`src/rtl/timing_generator_prog_if.sv`:
```
// Bus bundle for timing_generator_prog: enable and config request toward the
// generator, video timing and config status back from it.
interface timing_generator_prog_if #(
  parameter int unsigned CW = 11,
  parameter int unsigned FW = 8
);
  logic            i_en;
  logic            i_cfg_req;
  logic [4*CW-1:0] i_cfg_h;
  logic [4*CW-1:0] i_cfg_v;
  logic [1:0]      i_cfg_pol;
  logic            o_cfg_pend;
  logic            o_cfg_done;
  logic            o_cfg_err;
  logic            o_de;
  logic            o_hs;
  logic            o_vs;
  logic [CW-1:0]   o_x;
  logic [CW-1:0]   o_y;
  logic            o_sol;
  logic            o_sof;
  logic [FW-1:0]   o_frame;

  modport master (
    output i_en, i_cfg_req, i_cfg_h, i_cfg_v, i_cfg_pol,
    input  o_cfg_pend, o_cfg_done, o_cfg_err, o_de, o_hs, o_vs,
           o_x, o_y, o_sol, o_sof, o_frame
  );

  modport slave (
    input  i_en, i_cfg_req, i_cfg_h, i_cfg_v, i_cfg_pol,
    output o_cfg_pend, o_cfg_done, o_cfg_err, o_de, o_hs, o_vs,
           o_x, o_y, o_sol, o_sof, o_frame
  );
endinterface

```
`src/rtl/timing_generator_prog.sv`:
```
// Run-time programmable video timing generator: DE/HS/VS, coordinates, frame strobes,
// with validated config requests that take effect only at a frame boundary.
module timing_generator_prog #(
  parameter int unsigned CW     = 11,
  parameter int unsigned FW     = 8,
  parameter int unsigned D_HAC  = 640,
  parameter int unsigned D_HFP  = 16,
  parameter int unsigned D_HSP  = 96,
  parameter int unsigned D_HBP  = 48,
  parameter int unsigned D_VAC  = 480,
  parameter int unsigned D_VFP  = 10,
  parameter int unsigned D_VSP  = 2,
  parameter int unsigned D_VBP  = 33,
  parameter int unsigned D_HPOL = 0,
  parameter int unsigned D_VPOL = 0
) (
  input logic                    i_clk,
  input logic                    i_rst,
  timing_generator_prog_if.slave bus
);

  localparam int unsigned SW = CW + 2;
  localparam logic [SW-1:0] MAX_TOT = SW'((2 ** CW) - 1);

  typedef struct packed {
    logic [CW-1:0] hac, hfp, hsp, hbp;
    logic [CW-1:0] vac, vfp, vsp, vbp;
    logic          vpol, hpol;
  } cfg_t;

  localparam cfg_t DEF_CFG = '{
    hac: CW'(D_HAC), hfp: CW'(D_HFP), hsp: CW'(D_HSP), hbp: CW'(D_HBP),
    vac: CW'(D_VAC), vfp: CW'(D_VFP), vsp: CW'(D_VSP), vbp: CW'(D_VBP),
    vpol: 1'(D_VPOL), hpol: 1'(D_HPOL)
  };

  typedef enum logic {ST_IDLE = 1'b0, ST_PEND = 1'b1} pend_st_t;

  function automatic logic [SW-1:0] ext(input logic [CW-1:0] v);
    return SW'(v);
  endfunction

  cfg_t          req_cfg, act_q, pend_q;
  logic [SW-1:0] req_htot, req_vtot;
  logic          req_ok, req_valid;
  pend_st_t      st_q, st_d;

  logic [CW-1:0] nx_q, ny_q, nx_d, ny_d;
  logic [SW-1:0] act_htot, act_vtot, hs_start, hs_end, vs_start, vs_end;
  logic          h_last, v_last, wrap, apply;
  logic          de_d, hs_d, vs_d, sol_d, sof_d;

  logic [CW-1:0] x_q, y_q;
  logic          de_q, hs_q, vs_q, sol_q, sof_q;
  logic [FW-1:0] frame_q;
  logic          started_q, done_q, err_q;

  // Request decode and validation; totals are summed wide so overflow is visible.
  always_comb begin
    req_cfg = '{
      hac: bus.i_cfg_h[4*CW-1 -: CW], hfp: bus.i_cfg_h[3*CW-1 -: CW],
      hsp: bus.i_cfg_h[2*CW-1 -: CW], hbp: bus.i_cfg_h[CW-1 -: CW],
      vac: bus.i_cfg_v[4*CW-1 -: CW], vfp: bus.i_cfg_v[3*CW-1 -: CW],
      vsp: bus.i_cfg_v[2*CW-1 -: CW], vbp: bus.i_cfg_v[CW-1 -: CW],
      vpol: bus.i_cfg_pol[1], hpol: bus.i_cfg_pol[0]
    };
    req_htot = ext(req_cfg.hac) + ext(req_cfg.hfp) + ext(req_cfg.hsp) + ext(req_cfg.hbp);
    req_vtot = ext(req_cfg.vac) + ext(req_cfg.vfp) + ext(req_cfg.vsp) + ext(req_cfg.vbp);
    req_ok   = (req_cfg.hac != '0) && (req_cfg.hfp != '0) && (req_cfg.hsp != '0) &&
               (req_cfg.hbp != '0) && (req_cfg.vac != '0) && (req_cfg.vfp != '0) &&
               (req_cfg.vsp != '0) && (req_cfg.vbp != '0) &&
               (req_htot <= MAX_TOT) && (req_vtot <= MAX_TOT);
    req_valid = bus.i_cfg_req && req_ok;
  end

  // Next position and the outputs that describe it.
  always_comb begin
    act_htot = ext(act_q.hac) + ext(act_q.hfp) + ext(act_q.hsp) + ext(act_q.hbp);
    act_vtot = ext(act_q.vac) + ext(act_q.vfp) + ext(act_q.vsp) + ext(act_q.vbp);
    hs_start = ext(act_q.hac) + ext(act_q.hfp);
    hs_end   = hs_start + ext(act_q.hsp);
    vs_start = ext(act_q.vac) + ext(act_q.vfp);
    vs_end   = vs_start + ext(act_q.vsp);

    h_last = (ext(nx_q) == act_htot - SW'(1));
    v_last = (ext(ny_q) == act_vtot - SW'(1));
    wrap   = h_last && v_last;
    apply  = bus.i_en && wrap && (st_q == ST_PEND);

    nx_d = nx_q + CW'(1);
    ny_d = ny_q;
    if (h_last) begin
      nx_d = '0;
      ny_d = v_last ? '0 : ny_q + CW'(1);
    end

    de_d  = (nx_q < act_q.hac) && (ny_q < act_q.vac);
    hs_d  = ((ext(nx_q) >= hs_start) && (ext(nx_q) < hs_end)) ~^ act_q.hpol;
    vs_d  = ((ext(ny_q) >= vs_start) && (ext(ny_q) < vs_end)) ~^ act_q.vpol;
    sol_d = (nx_q == '0);
    sof_d = sol_d && (ny_q == '0);
  end

  // Pending-config state: a valid request always (re)arms, apply clears.
  always_comb begin
    st_d = st_q;
    case (st_q)
      ST_IDLE: if (req_valid) st_d = ST_PEND;
      ST_PEND: if (req_valid) st_d = ST_PEND;
               else if (apply) st_d = ST_IDLE;
      default: st_d = ST_IDLE;
    endcase
  end

  always_ff @(posedge i_clk or posedge i_rst) begin
    if (i_rst) st_q <= ST_IDLE;
    else       st_q <= st_d;
  end

  always_ff @(posedge i_clk or posedge i_rst) begin
    if (i_rst) begin
      act_q     <= DEF_CFG;
      pend_q    <= DEF_CFG;
      nx_q      <= '0;
      ny_q      <= '0;
      x_q       <= '0;
      y_q       <= '0;
      de_q      <= 1'b0;
      hs_q      <= ~1'(D_HPOL);
      vs_q      <= ~1'(D_VPOL);
      sol_q     <= 1'b0;
      sof_q     <= 1'b0;
      frame_q   <= '0;
      started_q <= 1'b0;
      done_q    <= 1'b0;
      err_q     <= 1'b0;
    end else begin
      err_q  <= bus.i_cfg_req && !req_ok;
      done_q <= apply;
      if (req_valid) pend_q <= req_cfg;
      if (bus.i_en) begin
        x_q       <= nx_q;
        y_q       <= ny_q;
        de_q      <= de_d;
        hs_q      <= hs_d;
        vs_q      <= vs_d;
        sol_q     <= sol_d;
        sof_q     <= sof_d;
        nx_q      <= nx_d;
        ny_q      <= ny_d;
        started_q <= 1'b1;
        // The very first frame after reset is frame 0, not 1.
        if (sof_d && started_q) frame_q <= frame_q + FW'(1);
        if (apply) act_q <= pend_q;
      end
    end
  end

  assign bus.o_x        = x_q;
  assign bus.o_y        = y_q;
  assign bus.o_de       = de_q;
  assign bus.o_hs       = hs_q;
  assign bus.o_vs       = vs_q;
  assign bus.o_sol      = sol_q;
  assign bus.o_sof      = sof_q;
  assign bus.o_frame    = frame_q;
  assign bus.o_cfg_pend = (st_q == ST_PEND);
  assign bus.o_cfg_done = done_q;
  assign bus.o_cfg_err  = err_q;

endmodule

```
`src/flat_wrapper.sv`:
```
// flat-port wrapper written by rule: the top's interface ports become plain ports
module timing_generator_prog_flat 
#(
  parameter int unsigned CW     = 11,
  parameter int unsigned FW     = 8,
  parameter int unsigned D_HAC  = 640,
  parameter int unsigned D_HFP  = 16,
  parameter int unsigned D_HSP  = 96,
  parameter int unsigned D_HBP  = 48,
  parameter int unsigned D_VAC  = 480,
  parameter int unsigned D_VFP  = 10,
  parameter int unsigned D_VSP  = 2,
  parameter int unsigned D_VBP  = 33,
  parameter int unsigned D_HPOL = 0,
  parameter int unsigned D_VPOL = 0
)
  (i_clk, i_rst, bus_i_en, bus_i_cfg_req, bus_i_cfg_h, bus_i_cfg_v, bus_i_cfg_pol, bus_o_cfg_pend, bus_o_cfg_done, bus_o_cfg_err, bus_o_de, bus_o_hs, bus_o_vs, bus_o_x, bus_o_y, bus_o_sol, bus_o_sof, bus_o_frame);
  timing_generator_prog_if #(.CW(CW), .FW(FW)) bus_i ();
  input logic i_clk;
  input logic i_rst;
  input wire logic [$bits(bus_i.i_en)-1:0] bus_i_en;
  input wire logic [$bits(bus_i.i_cfg_req)-1:0] bus_i_cfg_req;
  input wire logic [$bits(bus_i.i_cfg_h)-1:0] bus_i_cfg_h;
  input wire logic [$bits(bus_i.i_cfg_v)-1:0] bus_i_cfg_v;
  input wire logic [$bits(bus_i.i_cfg_pol)-1:0] bus_i_cfg_pol;
  output wire logic [$bits(bus_i.o_cfg_pend)-1:0] bus_o_cfg_pend;
  output wire logic [$bits(bus_i.o_cfg_done)-1:0] bus_o_cfg_done;
  output wire logic [$bits(bus_i.o_cfg_err)-1:0] bus_o_cfg_err;
  output wire logic [$bits(bus_i.o_de)-1:0] bus_o_de;
  output wire logic [$bits(bus_i.o_hs)-1:0] bus_o_hs;
  output wire logic [$bits(bus_i.o_vs)-1:0] bus_o_vs;
  output wire logic [$bits(bus_i.o_x)-1:0] bus_o_x;
  output wire logic [$bits(bus_i.o_y)-1:0] bus_o_y;
  output wire logic [$bits(bus_i.o_sol)-1:0] bus_o_sol;
  output wire logic [$bits(bus_i.o_sof)-1:0] bus_o_sof;
  output wire logic [$bits(bus_i.o_frame)-1:0] bus_o_frame;
  assign bus_i.i_en = bus_i_en;
  assign bus_i.i_cfg_req = bus_i_cfg_req;
  assign bus_i.i_cfg_h = bus_i_cfg_h;
  assign bus_i.i_cfg_v = bus_i_cfg_v;
  assign bus_i.i_cfg_pol = bus_i_cfg_pol;
  assign bus_o_cfg_pend = bus_i.o_cfg_pend;
  assign bus_o_cfg_done = bus_i.o_cfg_done;
  assign bus_o_cfg_err = bus_i.o_cfg_err;
  assign bus_o_de = bus_i.o_de;
  assign bus_o_hs = bus_i.o_hs;
  assign bus_o_vs = bus_i.o_vs;
  assign bus_o_x = bus_i.o_x;
  assign bus_o_y = bus_i.o_y;
  assign bus_o_sol = bus_i.o_sol;
  assign bus_o_sof = bus_i.o_sof;
  assign bus_o_frame = bus_i.o_frame;
  timing_generator_prog #(.CW(CW), .FW(FW), .D_HAC(D_HAC), .D_HFP(D_HFP), .D_HSP(D_HSP), .D_HBP(D_HBP), .D_VAC(D_VAC), .D_VFP(D_VFP), .D_VSP(D_VSP), .D_VBP(D_VBP), .D_HPOL(D_HPOL), .D_VPOL(D_VPOL)) u_core (.i_clk(i_clk), .i_rst(i_rst), .bus(bus_i));
endmodule
```
`config.mk`:
```
export PLATFORM = sky130hd
export DESIGN_NAME = timing_generator_prog_flat
export DESIGN_NICKNAME = d
export VERILOG_FILES = /design/src/rtl/timing_generator_prog_if.sv /design/src/rtl/timing_generator_prog.sv /design/src/flat_wrapper.sv
export SDC_FILE = /design/constraint.sdc
export NUM_CORES = 1
export LEC_CHECK = 0
export ABC_CLOCK_PERIOD_IN_PS = 9050
export BUFFER_PORTS_ARGS = -buffer_cell sky130_fd_sc_hd__buf_4
export CAP_MARGIN = 20
export CELL_PAD_IN_SITES_DETAIL_PLACEMENT = 1
export CELL_PAD_IN_SITES_GLOBAL_PLACEMENT = 1
export CORE_ASPECT_RATIO = 0.5
export CORE_MARGIN = 2
export CORE_UTILIZATION = 51
export CTS_BUF_LIST = sky130_fd_sc_hd__clkbuf_8
export CTS_CLUSTER_DIAMETER = 50
export DETAILED_ROUTE_END_ITERATION = 16
export MAX_ROUTING_LAYER = met4
export PLACE_DENSITY_LB_ADDON = 0.3
export SETUP_SLACK_MARGIN = 0.02
export SKIP_CTS_REPAIR_TIMING = 1
export SLEW_MARGIN = 20
export SYNTH_ARGS = -nofsm -noshare
export SYNTH_HDL_FRONTEND = slang
export SYNTH_SLANG_ARGS = --single-unit
```
`constraint.sdc`:
```
create_clock -name i_clk -period 9.05 [get_ports i_clk]
set_clock_uncertainty 0.1 [all_clocks]
set_input_delay 0 -clock i_clk [delete_from_list [all_inputs] [get_ports i_clk]]
set_output_delay 0 -clock i_clk [all_outputs]
set_load 0.005 [all_outputs]
```
---- Yosys cells after proc, flatten, opt, wreduce, memory -nomap -nowiden ----
Index checks and enable logic that the tools add are counted.
storage, ports and cells
  flip-flop bits (word level) ............. 241
  word-level logic and storage cells ...... 103
  output and inout bits ................... 38
  bits of input ports ..................... 94
cells by class
  add/sub/neg operators ................... 17
  eq/ne operators ......................... 2
  $lt $le $gt $ge ......................... 8
  mux-type cells .......................... 6
  bitwise operators ....................... 3
  reduce and logical (&&, ||, !) cells .... 33
operators with widths
  cell                     count
  $add A13 B11 Y13         8
  $reduce_bool A11 Y1      8
  $add A11 B11 Y12         4
  $eq A11 B13 Y1           2
  $ge A11 B13 Y1           2
  $le A13 B11 Y1 const B   2
  $lt A11 B13 Y1           2
  $sub A13 B1 Y13 const B  2
  $add A11 B1 Y11 const B  2
  $logic_not A11 Y1        2
  $lt A11 B11 Y1           2
  $mux W11                 2
  $logic_and A1 B1 Y1      19
  $add A8 B1 Y8 const B    1
  $reduce_and A2 Y1        3
  $mux W1                  3
  $pmux W1 S2              1
  $xnor A1 B1 Y1           2
  $logic_not A1 Y1         1
  $not A1 Y1               1

---- Logic depth before layout (Yosys ltp) ----
Gate-level depths: netlist of the first run.
  depth after elaboration ................. 13
  depth in mapped cells ................... 30
  depth with buffers taken out ............ 27

---- Worst setup path after synthesis of the first run ----
No wires, ideal clock.
  path type ............................... reg-to-reg
  start point ............................. register u_core.act_q[68] (netlist bit)
  end point ............................... register u_core.act_q[0] (netlist bit)
  clock period less this slack ............ 5.965 ns
  buffers on the path ..................... 3
  path slack .............................. 3.085 ns
  setup time .............................. 0.125 ns
  data arrival time ....................... 5.740 ns
  stages on the path, launching flop included .. 26
  cells stage by stage .................... dfrtp_1 -> ha_1 -> fa_1 -> a21o_1 -> a21oi_1 -> o21bai_1 -> a21oi_1 -> o21bai_1 -> a21oi_1 -> xnor2_1 -> ha_1 -> and3_1 -> and3_1 -> a311o_1 -> or2_2 -> ha_1 -> xor2_1 -> a2111o_1 -> o211a_1 -> and4bb_1 -> buf_6 -> nand3_4 -> or3_4 -> buf_12 -> buf_12 -> mux2_4
on the way
  longest elaborated chain between the ends .. 9
RTL lines
  item                                RTL line                      source
  start: declaration                  timing_generator_prog.sv:43   cfg_t req_cfg, act_q, pend_q;
  start signal: assignment            timing_generator_prog.sv:154  if (apply) act_q <= pend_q;
  $add A11 B11 Y12                    timing_generator_prog.sv:78   act_htot = ext(act_q.hac) + ext(act_q.hfp) + ext(act_q.hsp) + ext(act_q.hbp);
  $add A13 B11 Y13 (2 in series)      timing_generator_prog.sv:78
  $sub A13 B1 Y13                     timing_generator_prog.sv:85   h_last = (ext(nx_q) == act_htot - SW'(1));
  $eq A11 B13 Y1                      timing_generator_prog.sv:85
  $logic_and A1 B1 Y1                 timing_generator_prog.sv:87   wrap = h_last && v_last;
  $logic_and A1 B1 Y1 (2 in series)   timing_generator_prog.sv:88   apply = bus.i_en && wrap && (st_q == ST_PEND);
  $reduce_and A2 Y1 (no source line)  n/a
Every way passes these cells.
A chain may end at the register's enable or synchronous reset.

---- Worst setup path after layout of the first run ----
  start point ............................. register u_core.act_q[79] (netlist bit)
  end point ............................... register u_core.act_q[16] (netlist bit)
Same word-level chain as after synthesis.

==> results.yml, run 1 <==
worst_setup_path:
  cpPeakStageDelay_ns: 0.73
  rrSetupSlack_ns: 1.62
  cp-endpoint: "u_core.act_q[16]$_DFFE_PP0P_"
  cp_max_fo: 47
  crit_cells: 25
  crit_arrival_ns: 7.78
  crit_required_ns: 9.41
  critPathBufInv: 1
  worstSetupPathType: "reg2reg"
  crit_path_start_kind: "flip-flop"
  crit_path_end_kind: "flip-flop"
  crit_start: "u_core.act_q[79]$_DFFE_PP0P_"
  slowest_stage: "or3_4"
  crit-reg2reg-launch: "u_core.act_q[79]$_DFFE_PP0P_"
  reg2regPathDepth: 25
  crit_path_frequent_cell: "a21oi_1"
  r2r-end: "u_core.act_q[16]$_DFFE_PP0P_"
  crit_family: "compound AO/OA/AOI/OAI gates"
synth:
  ys.flop_type: "dfrtp_1"
  postSynthAreaPerCell_um2: 10.7
  ys_types: 87
  yosys-top-cells-area: "dfrtp_1 29%, ha_1 14%, mux2_4 7.6%, mux2_2 7.3%, dfstp_2 5.1%"
  netlist_instances: 1652
  syn_area_mm2: 0.0177
  ys_seq_area_share_pct: 34.4
  synth_edf_count: 0
  yosys_register_bits: 241
  yosysTopAreaCellShare_pct: 29.3
  synth_top_cell_by_area: "dfrtp_1"
  syn-num-nets: 1969
  yosysWarningCount: 0
  synth-async-reset-ratio_pct: 100
place:
  io_buffers: 131
  finalWeightedCongestion: 0.865
  dp_hpwl_mm: 37.1
finish:
  utilization_pct: 60.4
  syn_to_final_growth_pct: 17.1
  layout-drive-gt1-share_pct: 24.4
  fillCellCount: 3647
  nNetsFinal: 2195
route:
  drt-initial-drc-count: 754
  drt-pass1-iter-count: 5
  vias: 13500
  ant_nets: 0
  drc: 0
  wl_per_cell_um: 21.4
  wirelength_mm: 51.0
  vias_per_cell: 5.65
clocking:
  h-tree-depth: 2
  cts_buffer_depth: 3
  clk_pin_slew_ns: 0.07
  tritoncts: "built"
  clockRootBuffer: "clkbuf_8"
  clock_latency_ns: 0.57
  cts_buffers: 39
  cts.sink_count: 241
timing:
  slew_headroom_pct: 24.2
  tns_ns: 0
  fmax_ghz: 0.135
  slew_violations: 0
  rsz0062_at_grt: "no"
  setup_viol_count_final: 0
  fin_crit_ns: 7.43
  final-hold-violation-count: 0
  worst_slew_pin_slew_ns: 1.13
  fin_crit_sh_pct: 82.1
power_and_ir_drop:
  power_density_mw_per_mm2: 165
  p_leak_nw: 10.2
  peakVddDrop_uv: 125
floorplan:
  core_region_area_mm2: 0.0343
  die_y_um: 136
  dieWidth_um: 267
  die_area_mm2: 0.0363
  rows: 48
  pin_count: 132
  start_util_pct: 51.6
global_routing:
  grt_use_total_pct: 28.2
  grt_first_pass_wirelength_mm: 77.7
  globalRouteOverflowTotal: 0
  antenna_found_initial: 0
  grt_max_degree: 105
  grt_pass1_vias: 14300
flow_run:
  drv_cap: 0
status:
  status: "completed"
min_path:
  hp-class: "in2async"
## cells by family after synthesis
kind of cell | after synthesis | synth area share, %
and+or+nand+nor | 318 | 9.96
AOI/OAI and AO/OA | 277 | 10.9
buffers and inverters | 275 | 6.86
DFF | 241 | 34.4
adders and majority gates | 226 | 17.3
muxes | 212 | 15.4
xor gates and xnor gates | 103 | 5.29
## metrics by stage
stage	setup WS [ns]	hold WS, ns	total power [mW]	area (um2)	instances
6_report	1.62	0.0129	3.42	20700	2383
3_5_place_dp	1.74	0.0671	2.39	19000	2219
2_1_floorplan	2.39	0.0221	2.05	17700	1652
3_3_place_gp	1.98	0.0477	2.30	19000	2219
5_1_grt	1.05	0.0471	3.60	20700	2382
4_1_cts	1.68	-0.555	3.39	19800	2289
## final cells by class
type	count	area (um2)	area share [%]
Antenna cell	1	2.50	0.0121
Multi-Input combinational cell	1136	10400	50.2
Clock inverter	24	159	0.768
Clock buffer	46	633	3.06
Tap cell	475	594	2.87
Inverter	231	875	4.23
Timing Repair Buffer	229	1960	9.49
Sequential cell	241	6070	29.3
## worst min-delay path by stage
stage	to	slack, ns	startpoint
finish	u_core.bus.o_cfg_err$_DFF_PP0_	0.01	i_rst
global route	u_core.bus.o_cfg_err$_DFF_PP0_	0.05	i_rst
CTS	u_core.bus.o_cfg_err$_DFF_PP0_	-0.55	i_rst
detailed placement	u_core.bus.o_cfg_err$_DFF_PP0_	0.07	i_rst
global placement	u_core.bus.o_cfg_err$_DFF_PP0_	0.05	i_rst
floorplan	u_core.bus.o_cfg_err$_DFF_PP0_	0.02	bus_i_cfg_req
## worst min-delay path: stages
cell and delay (ns):
dlygate4sd3_1 0.54, buf_4 0.16, inv_8 0.47
## power by group
part,switching [mW],internal (mW)
clock network,0.475,0.522
logic,0.410,0.467
registers,0.204,1.34
## layout by cell type, fill, tap and decap left out, types with 29 or more instances in the layout
cell / instances
inv_1: 248
dfrtp_1: 207
ha_1: 191
buf_4: 135
mux2_2: 114
dlygate4sd3_1: 93
mux2_4: 90
xnor2_1: 64
a21oi_1: 61
nor2_1: 57
nand2_1: 56
o21ai_0: 46
clkbuf_8: 46
xor2_1: 37
a21o_1: 36
dfstp_2: 34
fa_1: 32
nor4_1: 31
nor3_1: 29
## layer usage
layer / GRT usage [%] / wire length, um / vias to the layer above
met1: 35.5 / 22400 / 6868
met5: - / 0 / -
met4: 7.02 / 1150 / 0
met2: 48.1 / 25800 / 250
li1: - / - / 6250
met3: 3.85 / 1740 / 99
## flip-flops by register name (all words and copies together), names as in the netlist, 8 cells and up
register,count
u_core.pend_q,90
u_core.bus.o_y,11
u_core.act_q,90
u_core.ny_q,11
u_core.nx_q,11
u_core.bus.o_frame,8
u_core.bus.o_x,11
## synth_stat cells, drive strengths merged, types with 11 or more instances
master	n
xor2	37
a21o	36
nor3	29
buf	23
nor2	57
clkbuf	21
xnor2	65
dfrtp	207
fa	32
mux2	204
dfstp	34
nand2	56
o2111ai	11
a211oi	12
nor4	33
inv	231
nand4	14
o21bai	15
a21oi	61
nand3	29
o21ai	47
and3	17
a31oi	18
ha	191
nand2b	24
Note: power is estimated with default switching activity, not from simulation.
==> inputs of run 2 (changes only) <==
--- a/config.mk
+++ b/config.mk
@@ -5,14 +5,14 @@
 export SDC_FILE = /design/constraint.sdc
 export NUM_CORES = 1
 export LEC_CHECK = 0
-export ABC_CLOCK_PERIOD_IN_PS = 9050
+export ABC_CLOCK_PERIOD_IN_PS = 6200
 export BUFFER_PORTS_ARGS = -buffer_cell sky130_fd_sc_hd__buf_4
 export CAP_MARGIN = 20
 export CELL_PAD_IN_SITES_DETAIL_PLACEMENT = 1
 export CELL_PAD_IN_SITES_GLOBAL_PLACEMENT = 1
 export CORE_ASPECT_RATIO = 0.5
 export CORE_MARGIN = 2
-export CORE_UTILIZATION = 51
+export CORE_UTILIZATION = 46
 export CTS_BUF_LIST = sky130_fd_sc_hd__clkbuf_8
 export CTS_CLUSTER_DIAMETER = 50
 export DETAILED_ROUTE_END_ITERATION = 16
==> constraint.sdc (replaced) <==
create_clock -name i_clk -period 6.2 [get_ports i_clk]
set_clock_uncertainty 0.1 [all_clocks]
set_input_delay 0 -clock i_clk [delete_from_list [all_inputs] [get_ports i_clk]]
set_output_delay 0 -clock i_clk [all_outputs]
set_load 0.005 [all_outputs]
==> run 2 against run 1 <==
The flow now finishes with violations (negative setup slack). Via count grew 6.4%. Cell area grew 5.2%. Count of clock-buffer cells in the layout is the same. Global-route usage shrank 4.1 points. Worst setup slack lost 1.8 ns. Critical path depth is the same. Sequential cell count is the same. Critical path type unchanged.
==> results.yml, run 2 (synthesized netlist as in run 1, its figures left out) <==
route:
  vias_per_cell: 5.76
  drt-pass1-iter-count: 5
  vias: 14300
  wl_per_cell_um: 23.4
  drt-initial-drc-count: 969
  drc: 0
  wirelength_mm: 58.2
  ant_nets: 0
clocking:
  clockRootBuffer: "clkbuf_8"
  cts.sink_count: 241
  cts_buffers: 38
  h-tree-depth: 2
  cts_buffer_depth: 3
  clk_pin_slew_ns: 0.08
  clock_latency_ns: 0.59
  tritoncts: "built"
power_and_ir_drop:
  power_density_mw_per_mm2: 229
  total_power_mw: 4.98
  p_leak_nw: 10.6
  peakVddDrop_uv: 131
timing:
  final-hold-violation-count: 0
  slew_headroom_pct: 27.0
  rsz0062_at_grt: "yes"
  setup_slack_ns: -0.148
  fin_crit_sh_pct: 102
  worst_slew_pin_slew_ns: 1.10
  setup_viol_count_final: 90
  fmax_ghz: 0.158
  slew_violations: 0
  fin_crit_ns: 6.35
finish:
  final_cell_mix: "243 x inv_1, 206 x dfrtp_1, 175 x ha_1, 174 x buf_4, 114 x mux2_2"
  largestRegisters: "u_core.act_q: 90 flops, u_core.pend_q: 90 flops"
  nNetsFinal: 2252
  layout_commonest_cell: "inv_1"
  final_cells: 2489
  design_area_mm2: 0.0218
  syn_to_final_growth_pct: 23.2
  layout-drive-gt1-share_pct: 30.4
  utilization_pct: 57.8
global_routing:
  globalRouteOverflowTotal: 0
  grt_use_total_pct: 24.1
  grt_first_pass_wirelength_mm: 74.7
  grt_max_degree: 182
  grt_pass1_vias: 13900
  antenna_found_initial: 5
worst_setup_path:
  critPathBufInv: 3
  crit_path_start_kind: "flip-flop"
  cp_max_fo: 6
  crit_path_end_kind: "flip-flop"
  crit_family: "simple AND/OR/NAND/NOR gates"
  crit_required_ns: 6.55
  cpPeakStageDelay_ns: 0.56
  crit_path_frequent_cell: "ha_4"
  crit_arrival_ns: 6.70
  slowest_stage: "or3_4"
  worstSetupPathType: "reg2reg"
place:
  postPlaceCellArea_mm2: 0.0192
  finalWeightedCongestion: 0.874
  pre_cts_ws_ns: -0.194
  io_buffers: 131
  dp.cells: 2285
  dp_hpwl_mm: 35.1
status:
  status: "finished with violations"
  violations: "negative setup slack"
flow_run:
  drv_cap: 0
min_path:
  hp-class: "in2reg"
floorplan:
  start_util_pct: 46.9
  core_region_area_mm2: 0.0377
  die_y_um: 143
  die_area_mm2: 0.0401
  rows: 50
  pin_count: 132
  dieWidth_um: 281
[run 2: changes by cell type in the layout (fill, tap and decap cells not counted), moves of 4 or more]
cell,before,now
xnor2_1,64,57
buf_6,0,4
a21oi_2,0,18
ha_2,0,8
clkbuf_16,0,5
ha_4,0,8
a21oi_1,61,43
ha_1,191,175
inv_1,248,243
o21ai_0,46,41
diode_2,1,5
buf_12,1,5
buf_4,135,174
xnor2_2,0,7
[run 2: cell type report]
type                            instances  area (um2)
Antenna cell                            5        12.5
Clock buffer                           46         633
Clock inverter                         23         109
Fill cell                            4119       15900
Inverter                              231         871
Multi-Input combinational cell       1138       10800
Sequential cell                       241        6070
Tap cell                              520         651
Timing Repair Buffer                  285        2590
[run 2: path summary, 6_finish.rpt]
check                                                  start                        endpoint  slack (ns)  cells after the start
min in group asynchronous                              i_rst    u_core.act_q[37]$_DFFE_PP0P_        0.50                      4
worst max register to register  u_core.act_q[80]$_DFFE_PP0P_    u_core.act_q[52]$_DFFE_PP0P_       -0.15                     25
worst max-delay path            u_core.act_q[80]$_DFFE_PP0P_    u_core.act_q[52]$_DFFE_PP0P_       -0.15                     25
max in group asynchronous                              i_rst    u_core.act_q[80]$_DFFE_PP0P_        4.10                      5
worst min-delay path                           bus_i_cfg_req  u_core.bus.o_cfg_err$_DFF_PP0_        0.09                      3
worst min register to register  u_core.started_q$_DFFE_PP0P_    u_core.started_q$_DFFE_PP0P_        0.38                      2
[run 2: routing by layer]
layer	share of wire, %	track usage, %
met1	42	31.8
met2	50	39.7
met3	4.4	3.48
met4	3.8	5.18
met5	0	-
[run 2: power breakdown]
part           total [mW]  switching, mW  internal (mW)
Sequential           2.26          0.309           1.95
Clock                1.40          0.720          0.680
Combinational        1.32          0.626          0.691
[run 2: worst min-delay path, stage by stage]
cell	delay (ns)
dlygate4sd3_1	0.53
buf_4	0.10
o21a_1	0.10
[run 2: metrics by stage]
| step | hold WS [ns] | setup TNS [ns] |
|---|---|---|
| floorplan | 0.0221 | 0 |
| global placement | -0.0619 | 0 |
| detailed placement | -0.0522 | -13.75 |
| CTS | -0.675 | -14.00 |
| global route | 0.103 | -31.27 |
| finish | 0.0896 | -8.04 |
